**src/rtl/regfile_n_pkg.sv**
```systemverilog
// regfile_n_pkg
//   Shared definitions for the register file and the pipeline stages
//   that talk to it (decode reads operands, writeback commits results).
//   - WIDTH_DEF / DEPTH_DEF / RST_VAL_DEF : default geometry and reset value
//   - sel_width()                         : register-select width for a depth
//   - word_t                              : one register word at default width
package regfile_n_pkg;

  localparam int WIDTH_DEF   = 16;
  localparam int DEPTH_DEF   = 8;
  localparam int RST_VAL_DEF = 0;

  // Select width for a given depth. Depth is a power of two >= 2, so this
  // is exact and never less than one bit.
  function automatic int sel_width(input int depth);
    return (depth < 2) ? 1 : $clog2(depth);
  endfunction

  typedef logic [WIDTH_DEF-1:0] word_t;

endpackage : regfile_n_pkg

```
**src/rtl/regfile_n_regn.sv**
```systemverilog
// regn
//   WIDTH-bit storage register with a recirculating write enable.
//   Holds its value unless en is high; reset forces RST_VAL and overrides en.
//   Ports:
//     clk  in   rising-edge clock
//     rst  in   synchronous active-high reset
//     en   in   load enable
//     d    in   WIDTH  load data
//     q    out  WIDTH  stored value
module regn
  import regfile_n_pkg::*;
#(
  parameter int              WIDTH   = WIDTH_DEF,
  parameter logic [WIDTH-1:0] RST_VAL = WIDTH'(RST_VAL_DEF)
) (
  input  logic             clk,
  input  logic             rst,
  input  logic             en,
  input  logic [WIDTH-1:0] d,
  output logic [WIDTH-1:0] q
);

  always_ff @(posedge clk) begin
    if (rst) begin
      q <= RST_VAL;
    end else if (en) begin
      q <= d;
    end
  end

endmodule : regn

```
**src/rtl/regfile_n.sv**
```systemverilog
// regfile_n
//   WIDTH x DEPTH register file: one synchronous write port, two
//   combinational read ports. Sits between decode (reads) and writeback
//   (writes).
//   Ports:
//     clk       in   rising-edge clock
//     rst       in   synchronous active-high reset, loads RST_VAL everywhere
//     wr_en     in   write enable
//     wr_sel    in   SELW   destination register
//     wr_data   in   WIDTH  write data
//     rd_sel1   in   SELW   read port 1 register
//     rd_sel2   in   SELW   read port 2 register
//     rd_data1  out  WIDTH  read port 1 data (combinational)
//     rd_data2  out  WIDTH  read port 2 data (combinational)
//   Build option:
//     REGFILE_BYPASS_EN  when defined, a read of the register being written
//                        this cycle returns wr_data instead of the stored
//                        value (suppressed while rst is high).
module regfile_n
  import regfile_n_pkg::*;
#(
  parameter int               WIDTH   = WIDTH_DEF,
  parameter int               DEPTH   = DEPTH_DEF,
  parameter logic [WIDTH-1:0] RST_VAL = WIDTH'(RST_VAL_DEF),
  localparam int              SELW    = sel_width(DEPTH)
) (
  input  logic             clk,
  input  logic             rst,
  input  logic             wr_en,
  input  logic [SELW-1:0]  wr_sel,
  input  logic [WIDTH-1:0] wr_data,
  input  logic [SELW-1:0]  rd_sel1,
  input  logic [SELW-1:0]  rd_sel2,
  output logic [WIDTH-1:0] rd_data1,
  output logic [WIDTH-1:0] rd_data2
);

  logic [DEPTH-1:0] wr_onehot;
  logic [WIDTH-1:0] regs [DEPTH];
  logic [WIDTH-1:0] stored1;
  logic [WIDTH-1:0] stored2;

  // One-hot write decode; reset priority is handled inside each register.
  always_comb begin
    wr_onehot = '0;
    if (wr_en) begin
      wr_onehot[wr_sel] = 1'b1;
    end
  end

  for (genvar i = 0; i < DEPTH; i++) begin : g_reg
    regn #(
      .WIDTH   (WIDTH),
      .RST_VAL (RST_VAL)
    ) u_regn (
      .clk (clk),
      .rst (rst),
      .en  (wr_onehot[i]),
      .d   (wr_data),
      .q   (regs[i])
    );
  end

  // DEPTH is a power of two, so every select value names a real register.
  assign stored1 = regs[rd_sel1];
  assign stored2 = regs[rd_sel2];

`ifdef REGFILE_BYPASS_EN
  // A write that reset is about to discard must not be forwarded.
  logic wr_live;
  assign wr_live  = wr_en && !rst;
  assign rd_data1 = (wr_live && (rd_sel1 == wr_sel)) ? wr_data : stored1;
  assign rd_data2 = (wr_live && (rd_sel2 == wr_sel)) ? wr_data : stored2;
`else
  assign rd_data1 = stored1;
  assign rd_data2 = stored2;
`endif

endmodule : regfile_n

```
**config.mk**
```make
export PLATFORM = sky130hd
export DESIGN_NAME = regfile_n
export DESIGN_NICKNAME = d
export VERILOG_FILES = /design/src/rtl/regfile_n_pkg.sv /design/src/rtl/regfile_n_regn.sv /design/src/rtl/regfile_n.sv
export SDC_FILE = /design/constraint.sdc
export NUM_CORES = 1
export LEC_CHECK = 0
export BUFFER_PORTS_ARGS = -buffer_cell sky130_fd_sc_hd__buf_4
export CAP_MARGIN = 15
export CORE_ASPECT_RATIO = 0.5
export CORE_UTILIZATION = 35
export CTS_BUF_LIST = sky130_fd_sc_hd__clkbuf_4 sky130_fd_sc_hd__clkbuf_8
export CTS_CLUSTER_DIAMETER = 200
export DETAILED_ROUTE_END_ITERATION = 7
export HOLD_SLACK_MARGIN = 0.03
export PLACE_DENSITY_LB_ADDON = 0.2
export SYNTH_ARGS = -nofsm -noshare
export SYNTH_HDL_FRONTEND = slang
export SYNTH_SLANG_ARGS = --single-unit
```
**constraint.sdc**
```tcl
create_clock -name clk -period 1.1 [get_ports clk]
set_input_delay 0 -clock clk [delete_from_list [all_inputs] [get_ports clk]]
set_output_delay 0 -clock clk [all_outputs]
set_load 0.01 [all_outputs]
```
# Yosys cells after proc, flatten, opt, wreduce, memory -nomap -nowiden
# Cells that the tools add are included.
dict set report word_totals {
  wordCells 24
  register_bits 128
  in_bits 28
  output_inout_bits 32
}
dict set report op_classes {
  mux 9
  magnitude_cmp 4
  n_bitwise 2
  reduce_logical 1
}
# operator count
set ops {}
lappend ops {{16-bit binary-select mux with 3-bit select} 2}
lappend ops {{16-bit 2-to-1 mux} 4}
lappend ops {{4-bit greater-or-equal comparator (second input constant)} 2}
lappend ops {{8-bit 2-to-1 mux} 1}
lappend ops {{3-bit NOT with 4-bit output} 2}
lappend ops {{3-bit by 4-bit less-than comparator with 1-bit output (second input constant)} 1}
lappend ops {{1-bit demux with 3-bit select} 1}
lappend ops {{3-bit by 1-bit greater-or-equal comparator with 1-bit output (second input constant)} 1}
lappend ops {{1-bit logical AND} 1}
lappend ops {{1-bit 2-to-1 mux} 1}

# Longest topological paths before layout
# Gate-level depths: netlist of run 1.
dict set report logic_depth {
  ltp_word 5
  depth_mapped 6
  mapped_depth_nobuf 3
}

# Modules after synthesis
# A second synthesis of run 1 with hierarchy kept.
dict set report hier_totals {
  hier_cells 543
  hier_area_um2 6845.3
}
# module seq_area_each_um2 n_inst area_per_inst_um2 cells_per_inst
set by_module_without_submodules {}
lappend by_module_without_submodules {regn 320.3 8 580.6 52}
lappend by_module_without_submodules {regfile_n 0.0 1 2200.9 127}

# Least setup slack after synthesis of run 1
# No wires, ideal clock.
dict set report synth_path {
  path_type {input port to flip-flop}
  start {input wr_sel[2]}
  end {register g_reg[0].u_regn.q[10]}
  path_buffers 2
  setup_ns 0.132
  cell_stages 5
  arrival_ns 0.949
  slack_ns 0.019
  cell_sequence {or4b_1 > clkbuf_1 > buf_2 > nand2_1 > a21oi_1}
}
dict set report synth_between {
  elab_chain_cells 5
  word_cells_on_any_way 6
  cone_classes {2 x order compare; 3 x mux; 1 x reduce/logical}
}
# item line
set synth_lines {}
lappend synth_lines {{start, declared} regfile_n.sv:30} ;# input logic [SELW-1:0] wr_sel,
lappend synth_lines {{3-bit by 4-bit less-than comparator with 1-bit output (not written as such) or 3-bit by 1-bit greater-or-equal comparator with 1-bit output (tied branches)} regfile_n.sv:47} ;# wr_onehot[wr_sel] = 1'b1;
lappend synth_lines {{1-bit logical AND (not written as such)} regfile_n.sv:47}
lappend synth_lines {{1-bit 2-to-1 mux (not written as such)} regfile_n.sv:47}
lappend synth_lines {{1-bit demux with 3-bit select (*)} regfile_n.sv:47}
lappend synth_lines {{8-bit 2-to-1 mux (*)} regfile_n.sv:46} ;# if (wr_en) begin
lappend synth_lines {{end signal, assigned} regfile_n_regn.sv:25} ;# q <= RST_VAL;
lappend synth_lines {{end signal, assigned} regfile_n_regn.sv:27} ;# q <= d;
lappend synth_lines {{end, declared} regfile_n_regn.sv:20} ;# output logic [WIDTH-1:0] q
# Mark *: on every way between the ends. The rest lies on a longest branch, timed or not.
# A chain may end at the register's enable or synchronous reset.

# Worst setup path in the final report of run 1
dict set report layout_path {
  start {register g_reg[7].u_regn.q[1]}
  end {output rd_data2[1]}
}
dict set report layout_between {
  elab_chain_cells 3
}
# item line
set layout_lines {}
lappend layout_lines {{start, declared} regfile_n_regn.sv:20}
lappend layout_lines {{start signal, assigned} regfile_n_regn.sv:25}
lappend layout_lines {{start signal, assigned} regfile_n_regn.sv:27}
lappend layout_lines {{16-bit binary-select mux with 3-bit select} regfile_n.sv:66} ;# assign stored2 = regs[rd_sel2];
lappend layout_lines {{16-bit 2-to-1 mux (not written as such) (2 in series)} regfile_n.sv:66}
lappend layout_lines {{end, declared} regfile_n.sv:35} ;# output logic [WIDTH-1:0] rd_data2
# No other way between the ends. The select of a mux whose other input is x is not followed.

==> results.sh, run 1 <==
export IMPL_grt_total_usage_pct=22.7
export IMPL_htreeDepth=4
export IMPL_setup_viol=32
export IMPL_setup_ws_ps=-603
export IMPL_synth_compound_area_share_pct=9.32
export IMPL_power_density_nw_per_um2=1220
export IMPL_crit_family="multiplexers"
export IMPL_worstPathRequired_ps=1100
export IMPL_worstSkewPairLatency_ps=440
export IMPL_die_height_um=101
export IMPL_power_mw=10.5
export IMPL_syn_num_nets=733
export IMPL_io_buffer_count=59
export IMPL_peakVddDrop_uv=665
export IMPL_synthMuxAreaShare_pct=29.1
export IMPL_via_per_inst=5.38
export IMPL_hold_path_depth=6
export IMPL_cts_tree="yes"
export IMPL_maxCapViolCount=0
export IMPL_synthAdderAreaFrac_pct=0
export IMPL_die_w_um=200
export IMPL_outcome="complete, but fails checks"
export IMPL_synth_top_family_by_area="multiplexers"
export IMPL_area_delta_synth_final_pct=25.1
export IMPL_synth_yosys_seq_area_share_pct=37.3
export IMPL_top_register="g.u_regn.q"
export IMPL_r2r_cells=3
export IMPL_synth_edf_count=0
export IMPL_violations="negative setup slack"
export IMPL_synth_common_cells="nand2_1, a21oi_1, dfxtp_1"
export IMPL_finClkSkew_ps=0
export IMPL_final_max_slew_viol_count=0
export IMPL_io_pins=60
export IMPL_place_hpwl_um=15100
export IMPL_postSynthCellCount=705
export IMPL_cp_max_fo=3
export IMPL_syn_area_um2=6870
export IMPL_synth_most_common_cell="nand2_1"
export IMPL_dpl_cell_area_um2=7900
export IMPL_worst_setup_path_start_kind="register"
export IMPL_ant_nets=0
export IMPL_dp_worst_setup_slack_ps=-259
export IMPL_overflow=0
export IMPL_final_net_count=822
export IMPL_synth_main_ff_cell="dfxtp_1"
export IMPL_worst_pin_slew_ps=456
export IMPL_gp_congestion=0.836
export IMPL_synth_warnings=0
export IMPL_post_cts_setup_buffer_count=0
export IMPL_max_freq_mhz=587
export IMPL_vias=5729
export IMPL_yosys_area_top_type="dfxtp_1"
export IMPL_slowest_delay_ps=490
export IMPL_start_util_pct=36.5
export IMPL_yosysUniqueCellTypes=22
export IMPL_core_um2=18800
export IMPL_crit_path_cell_trace="mux4_2, mux2_4, buf_6"
export IMPL_relSlewSlack_pct=69.6
export IMPL_synthArstFlopShare_pct=0
export IMPL_fin_util_pct=45.7
export IMPL_path_buf_inv=1
export IMPL_drt_iter0_drc=374
export IMPL_cts_num_sinks=128
export IMPL_timing_final_hold_violations=0
export IMPL_grt_setup_unrepaired="yes"
export IMPL_reg_largest_list="g.u_regn.q: 128 flops"
export IMPL_largest_reg_flops=128
export IMPL_synthTopCellsByArea="dfxtp_1, mux4_1, nand2_1"
export IMPL_drc_errors=0
export IMPL_synth_xor_area_share_pct=0
export IMPL_fin_crit_ps=1700
export IMPL_hold_slack_ps=208
export IMPL_antenna_cells=0
export IMPL_clk_path_buf_depth=2
export IMPL_leakagePower_nw=3.13
export IMPL_grt_max_degree=38
export IMPL_critPathKind="reg2out"
export IMPL_cts_root_buf="clkbuf_8"
export IMPL_cts_buffers=17
export IMPL_hold_class="in2reg"
export IMPL_drt_total_wl_um=22100
export IMPL_cp_depth=3
export IMPL_first_pass_iters=5
export IMPL_synthSimpleGateAreaFrac_pct=16.5
export IMPL_routedWlPerCell_um=20.8
export IMPL_path_clk_slew_ps=90
export IMPL_layout_drive_gt1_share_pct=39.7
export IMPL_endpoint_kind="output pin"
export IMPL_synth_top_area_share_pct=37.3
export IMPL_syn_avg_cell_area_um2=9.75
export IMPL_dieArea_um2=20200
export IMPL_cpMaxStageDelayCell="mux4_2"
export IMPL_num_rows=35
export IMPL_synth_seq_cells=128
export IMPL_grt_pass1_vias=5510
export IMPL_grt_pass1_wl_um=33800
export IMPL_min_period_over_period_pct=155
export IMPL_stdcell_area_um2=8600
export IMPL_antenna_found_initial=0
export IMPL_arrival_ps=1700
-- layout make-up --
class	instances	area [um2]
clock inverters	10	136
well taps	259	324
flip-flops and latches	128	2630
multi-input cells	496	3710
repair buffers	151	1520
clock buffers	21	277
fillers	1861	10200
-- cells by family after synthesis --
logic type | count (synthesis)
buffers and inverters | 81
multiplexers | 96
flip-flops | 128
AO/OA/AOI/OAI | 128
AND/OR/NAND/NOR | 272
-- cell usage in the layout (no fill, tap or decap), drive strengths merged, types with 4 or more instances in the layout --
cell and n:
mux4 64, clkbuf 21, buf 134, mux2 32
clkinv 4, dfxtp 128, a21oi 128, nand2 256
dlygate4sd3 17
-- what timing repair did --
| action | 4_1_cts | 5_1_grt |
|---|---|---|
| gates resized for setup | 162 | 8 |
| endpoints found under the hold margin | 128 | 0 |
| endpoints found under the setup margin | 32 | 32 |
| pin swaps | 0 | 0 |
| hold buffers | 17 | 0 |
-- worst paths after layout --
check	start	to	slack (ps)
worst max-delay path	g_reg[7].u_regn.q[1]	rd_data2[1]	-600
worst max register to register	g_reg[0].u_regn.q[6]	g_reg[0].u_regn.q[6]	370
worst min-delay path	wr_sel[0]	g_reg[0].u_regn.q[7]	210
worst min register to register	g_reg[5].u_regn.q[12]	g_reg[5].u_regn.q[12]	460
-- metrics by stage --
step           setup TNS [ps]  std cells
2_1_floorplan               0        705
3_3_place_gp            -8870       1017
3_5_place_dp            -9640       1017
4_1_cts                -18910       1065
5_1_grt                -19540       1065
6_report               -18150       1065
-- report_power, final --
| group | switching [mW] | leakage [nW] | internal (mW) | total (mW) |
|---|---|---|---|---|
| registers | 0.0764 | 1.06 | 4.74 | 4.81 |
| logic | 0.693 | 1.86 | 0.669 | 1.36 |
| clock network | 1.96 | 0.204 | 2.39 | 4.35 |
-- worst register-to-register path, delay by kind of cell (launching register included) --
family	cells	cell delay (ps)
flops	1	370
simple gates	1	40
compound gates	1	140
buf+inv	1	120
-- metal layers --
metal	share of wire (%)	wire [um]	GRT usage, %	vias up
met5	0	0	0	-
met4	0.99	220	6.09	0
met3	6.1	1350	3.81	20
met2	44	9850	35.0	185
met1	48	10700	32.8	2896
li1	-	-	-	2628
No activity file was read; power rests on OpenSTA's default activity.
==> run 2, diff against run 1 <==
--- a/config.mk
+++ b/config.mk
@@ -9,7 +9,7 @@
 export CAP_MARGIN = 15
 export CORE_ASPECT_RATIO = 0.5
 export CORE_UTILIZATION = 35
-export CTS_BUF_LIST = sky130_fd_sc_hd__clkbuf_4 sky130_fd_sc_hd__clkbuf_8
+export CTS_BUF_LIST = sky130_fd_sc_hd__clkbuf_8
 export CTS_CLUSTER_DIAMETER = 200
 export DETAILED_ROUTE_END_ITERATION = 7
 export HOLD_SLACK_MARGIN = 0.03
==> run 2 against run 1 <==
Against the previous run: count of clock-buffer cells in the layout fell by 2; the flow still finishes with violations (negative setup slack); first-iteration DRC count rose by 11%; register-to-register slack hardly changed; highest routed layer unchanged; sequential power about the same; worst hold slack better by 0.66 ps; routed wire length fell by 0.46%; total power down 0.76%; core utilization about the same.
==> results.sh, run 2 (synthesized netlist as in run 1, its figures left out) <==
export IMPL_outcome="complete, but fails checks"
export IMPL_violations="negative setup slack"
export IMPL_routedWlPerCell_um=20.7
export IMPL_io_pins=60
export IMPL_setup_ws_ps=-602
export IMPL_min_period_over_period_pct=155
export IMPL_final_common_cell="nand2_1"
export IMPL_hold_slack_ps=209
export IMPL_multiInputGateArea_um2=3710
export IMPL_setup_viol=32
export IMPL_num_rows=35
export IMPL_reg_largest_list="g.u_regn.q: 128 flops"
export IMPL_grt_setup_unrepaired="yes"
export IMPL_die_w_um=200
export IMPL_hold_class="in2reg"
export IMPL_power_density_nw_per_um2=1210
export IMPL_die_height_um=101
export IMPL_grt_pass1_vias=5511
export IMPL_post_cts_setup_buffer_count=0
export IMPL_area_delta_synth_final_pct=25.0
export IMPL_maxCapViolCount=0
export IMPL_drt_iter0_drc=414
export IMPL_worstSkewPairLatency_ps=440
export IMPL_drc_errors=0
export IMPL_vias=5730
export IMPL_io_buffer_count=59
export IMPL_cts_root_buf="clkbuf_8"
export IMPL_r2r_slack_ps=370
export IMPL_start_util_pct=36.5
export IMPL_place_inst=1017
export IMPL_grt_max_degree=38
export IMPL_finClkSkew_ps=0
export IMPL_regArea_um2=2640
export IMPL_relSlewSlack_pct=69.0
export IMPL_place_hpwl_um=15100
export IMPL_endpoint_kind="output pin"
export IMPL_antenna_cells=0
export IMPL_worstPathRequired_ps=1100
export IMPL_htreeDepth=4
export IMPL_worst_setup_path_start_kind="register"
export IMPL_fin_util_pct=45.6
export IMPL_cts_tree="yes"
export IMPL_cts_num_sinks=128
export IMPL_worst_pin_slew_ps=464
export IMPL_peakVddDrop_uv=658
export IMPL_largest_reg_flops=128
export IMPL_nFillCells=1866
export IMPL_timing_final_hold_violations=0
export IMPL_dieArea_um2=20200
export IMPL_layout_drive_gt1_share_pct=39.8
export IMPL_leakagePower_nw=3.13
export IMPL_overflow=0
export IMPL_layout_common_cells="nand2_1, a21oi_1, buf_4"
export IMPL_via_per_inst=5.38
export IMPL_cp_max_fo=3
export IMPL_cts_buffers=17
export IMPL_fin_crit_ps=1700
export IMPL_top_register="g.u_regn.q"
export IMPL_first_pass_iters=5
export IMPL_grt_pass1_wl_um=33800
export IMPL_stdcell_count=1065
export IMPL_ant_nets=0
export IMPL_max_freq_mhz=587
export IMPL_final_net_count=822
export IMPL_gp_congestion=0.836
export IMPL_dp_worst_setup_slack_ps=-259
export IMPL_grt_total_usage_pct=22.7
export IMPL_clk_path_buf_depth=2
export IMPL_final_max_slew_viol_count=0
export IMPL_critPathKind="reg2out"
export IMPL_arrival_ps=1700
export IMPL_core_um2=18800
export IMPL_drt_total_wl_um=22000
export IMPL_path_clk_slew_ps=90
export IMPL_antenna_found_initial=0
[run 2: changes by cell type in the layout (fill, tap and decap cells not counted), sizes merged]
cell | previous run | this run
clkbuf | 21 | 19
inv | 0 | 2
[run 2: critical path, stage by stage, from the launching register on]
cell	delay, ps
dfxtp_2	340
mux4_2	490
mux2_4	290
buf_6	120
[run 2: routing by layer]
metal  GRT usage [%]  wire length, um
met1            32.8            10500
met5               0                0
met3            3.78             1480
met2            35.0             9800
met4            6.09              242
[run 2: cell type report]
class	count	share of cell area, %
Multi-Input combinational cell	496	43.1
Tap cell	259	3.77
Clock inverter	12	1.67
Clock buffer	19	3.04
Sequential cell	128	30.7
Timing Repair Buffer	151	17.7
[run 2: what timing repair did]
action,in CTS,in global routing
hold endpoints to repair,128,0
hold buffers,17,0
resized for setup,153,20
endpoints found under the setup margin,32,32
[run 2: path summary, 6_finish.rpt]
kind	to	depth (start not counted)	startpoint
worst min register to register	g_reg[5].u_regn.q[12]	2	g_reg[5].u_regn.q[12]
worst min-delay path	g_reg[0].u_regn.q[7]	6	wr_sel[0]
worst max register to register	g_reg[0].u_regn.q[6]	3	g_reg[0].u_regn.q[6]
worst max-delay path	rd_data2[1]	3	g_reg[7].u_regn.q[1]
[run 2: where the power goes]
part	internal (mW)	switching, mW
sequential	4.74	0.0762
combinational	0.669	0.692
clock	2.32	1.95
total	7.73	2.71
[run 2: through the flow]
step	TNS (ps)	total power [mW]	cell area [um2]
after floorplan	0	5.63	6870
after global placement	-8870	6.11	7900
after detailed placement	-9640	6.13	7900
after CTS	-18950	10.5	8590
after global routing	-19520	10.8	8600
final	-18030	10.4	8600
==> run 3, diff against run 2 <==
--- a/config.mk
+++ b/config.mk
@@ -14,6 +14,7 @@
 export DETAILED_ROUTE_END_ITERATION = 7
 export HOLD_SLACK_MARGIN = 0.03
 export PLACE_DENSITY_LB_ADDON = 0.2
+export RECOVER_POWER = 100
 export SYNTH_ARGS = -nofsm -noshare
 export SYNTH_HDL_FRONTEND = slang
 export SYNTH_SLANG_ARGS = --single-unit
==> run 3 against run 2 <==
Against the previous run: the run still ends with negative setup slack left; maximum frequency is 0.24% lower; combinational power hardly changed; sequential power hardly changed; routed wire length is 0.44% higher; sequential cell count stayed put; sequential share of layout area is 0.27 points higher; count of clock-buffer cells in the layout stayed put; die area stayed put; register-to-register slack hardly changed; final cell count stayed put; worst hold slack better by 29 ps; first-iteration DRC count is 4.1% higher; critical path type unchanged.
==> results.sh, run 3 (synthesized netlist as in run 1, its figures left out) <==
export IMPL_dieArea_um2=20200
export IMPL_layout_drive_gt1_share_pct=39.3
export IMPL_final_max_slew_viol_count=0
export IMPL_leakagePower_nw=3.11
export IMPL_cts_root_buf="clkbuf_8"
export IMPL_crit_start="g_reg[7].u_regn.q[1]"
export IMPL_largest_reg_flops=128
export IMPL_maxCapViolCount=0
export IMPL_drc_errors=0
export IMPL_cts_tree="yes"
export IMPL_endpoint_kind="output pin"
export IMPL_final_common_cell="nand2_1"
export IMPL_violations="negative setup slack"
export IMPL_max_freq_mhz=586
export IMPL_grt_setup_unrepaired="yes"
export IMPL_grt_pass1_wl_um=33800
export IMPL_ant_nets=0
export IMPL_setup_viol=44
export IMPL_cp_max_fo=3
export IMPL_path_clk_slew_ps=80
export IMPL_worst_pin_slew_ps=686
export IMPL_io_buffer_count=59
export IMPL_fin_crit_ps=1710
export IMPL_die_height_um=101
export IMPL_clk_path_buf_depth=2
export IMPL_top_register="g.u_regn.q"
export IMPL_arrival_ps=1710
export IMPL_first_pass_iters=5
export IMPL_layout_common_cells="nand2_1, a21oi_1, buf_4"
export IMPL_antenna_found_initial=0
export IMPL_htreeDepth=4
export IMPL_grt_max_degree=38
export IMPL_vias=5692
export IMPL_place_inst=1017
export IMPL_regArea_um2=2640
export IMPL_min_period_over_period_pct=155
export IMPL_worstReg2RegStart="g_reg[0].u_regn.q[6]"
export IMPL_hp_start="wr_sel[2]"
export IMPL_place_hpwl_um=15100
export IMPL_grt_pass1_vias=5511
export IMPL_fin_util_pct=45.2
export IMPL_critPathKind="reg2out"
export IMPL_peakVddDrop_uv=663
export IMPL_io_pins=60
export IMPL_stdcell_count=1065
export IMPL_routedWlPerCell_um=20.8
export IMPL_power_mw=10.4
export IMPL_setup_tns_final_ps=-18220
export IMPL_hold_slack_ps=238
export IMPL_setup_ws_ps=-606
export IMPL_area_delta_synth_final_pct=24.0
export IMPL_cts_buffers=17
export IMPL_worst_setup_path_start_kind="register"
export IMPL_drt_iter0_drc=431
export IMPL_outcome="complete, but fails checks"
export IMPL_worstSkewPairLatency_ps=440
export IMPL_timing_final_hold_violations=0
export IMPL_finClkSkew_ps=0
export IMPL_relSlewSlack_pct=54.2
export IMPL_multiInputGateArea_um2=3700
export IMPL_overflow=0
export IMPL_via_per_inst=5.34
export IMPL_drt_total_wl_um=22100
export IMPL_num_rows=35
export IMPL_cts_num_sinks=128
export IMPL_worstPathRequired_ps=1100
export IMPL_hold_class="in2reg"
export IMPL_core_um2=18800
export IMPL_grt_total_usage_pct=22.7
export IMPL_nFillCells=1876
export IMPL_final_net_count=822
export IMPL_start_util_pct=36.5
export IMPL_gp_congestion=0.836
export IMPL_antenna_cells=0
export IMPL_power_density_nw_per_um2=1230
export IMPL_reg_largest_list="g.u_regn.q: 128 flops"
export IMPL_die_w_um=200
==> run 3: per-layer routing <==
metal  wire, um  GRT usage (%)
met1      10800           32.8
met2       9860           35.0
met3       1260           3.78
met4        209           6.09
met5          0              0
==> run 3: area by class of cell <==
class,instances,share of cell area (%)
clock buffer,19,3.07
sequential,128,31.0
timing repair buffer,151,17.1
multi-input combinational,496,43.4
tap,259,3.80
clock inverter,12,1.69
==> run 3: final timing paths <==
path	endpoint	slack, ps	cells after the start
max	rd_data2[1]	-610	3
min	g_reg[0].u_regn.q[3]	240	5
max reg2reg	g_reg[0].u_regn.q[6]	360	3
min reg2reg	g_reg[5].u_regn.q[12]	460	2
==> run 3: through the flow <==
| step | cell area [um2] | setup slack (ps) |
|---|---|---|
| 4_1_cts | 8590 | -622 |
| 5_1_grt | 8520 | -644 |
| 3_5_place_dp | 7900 | -259 |
| 2_1_floorplan | 6870 | 19.1 |
| 3_3_place_gp | 7900 | -252 |
| 6_report | 8520 | -606 |
==> run 3: power by group <==
| group | total [mW] | switching (mW) | leakage [nW] | internal (mW) |
|---|---|---|---|---|
| Combinational | 1.34 | 0.689 | 1.84 | 0.652 |
| Clock | 4.28 | 1.96 | 0.206 | 2.32 |
| Sequential | 4.81 | 0.0763 | 1.07 | 4.74 |
| Total | 10.4 | 2.73 | 3.11 | 7.71 |
==> run 3: what timing repair did <==
action,CTS,global route
resized for setup,153,20
setup endpoints to repair,32,32
buffers inserted,0,0
pin swaps,0,0
hold buffers,17,0
endpoints found under the hold margin,128,0
==> run 3: critical path: stages, from the launching register on <==
cell	delay (ps)
dfxtp_2	340
mux4_2	490
mux2_4	290
buf_6	120
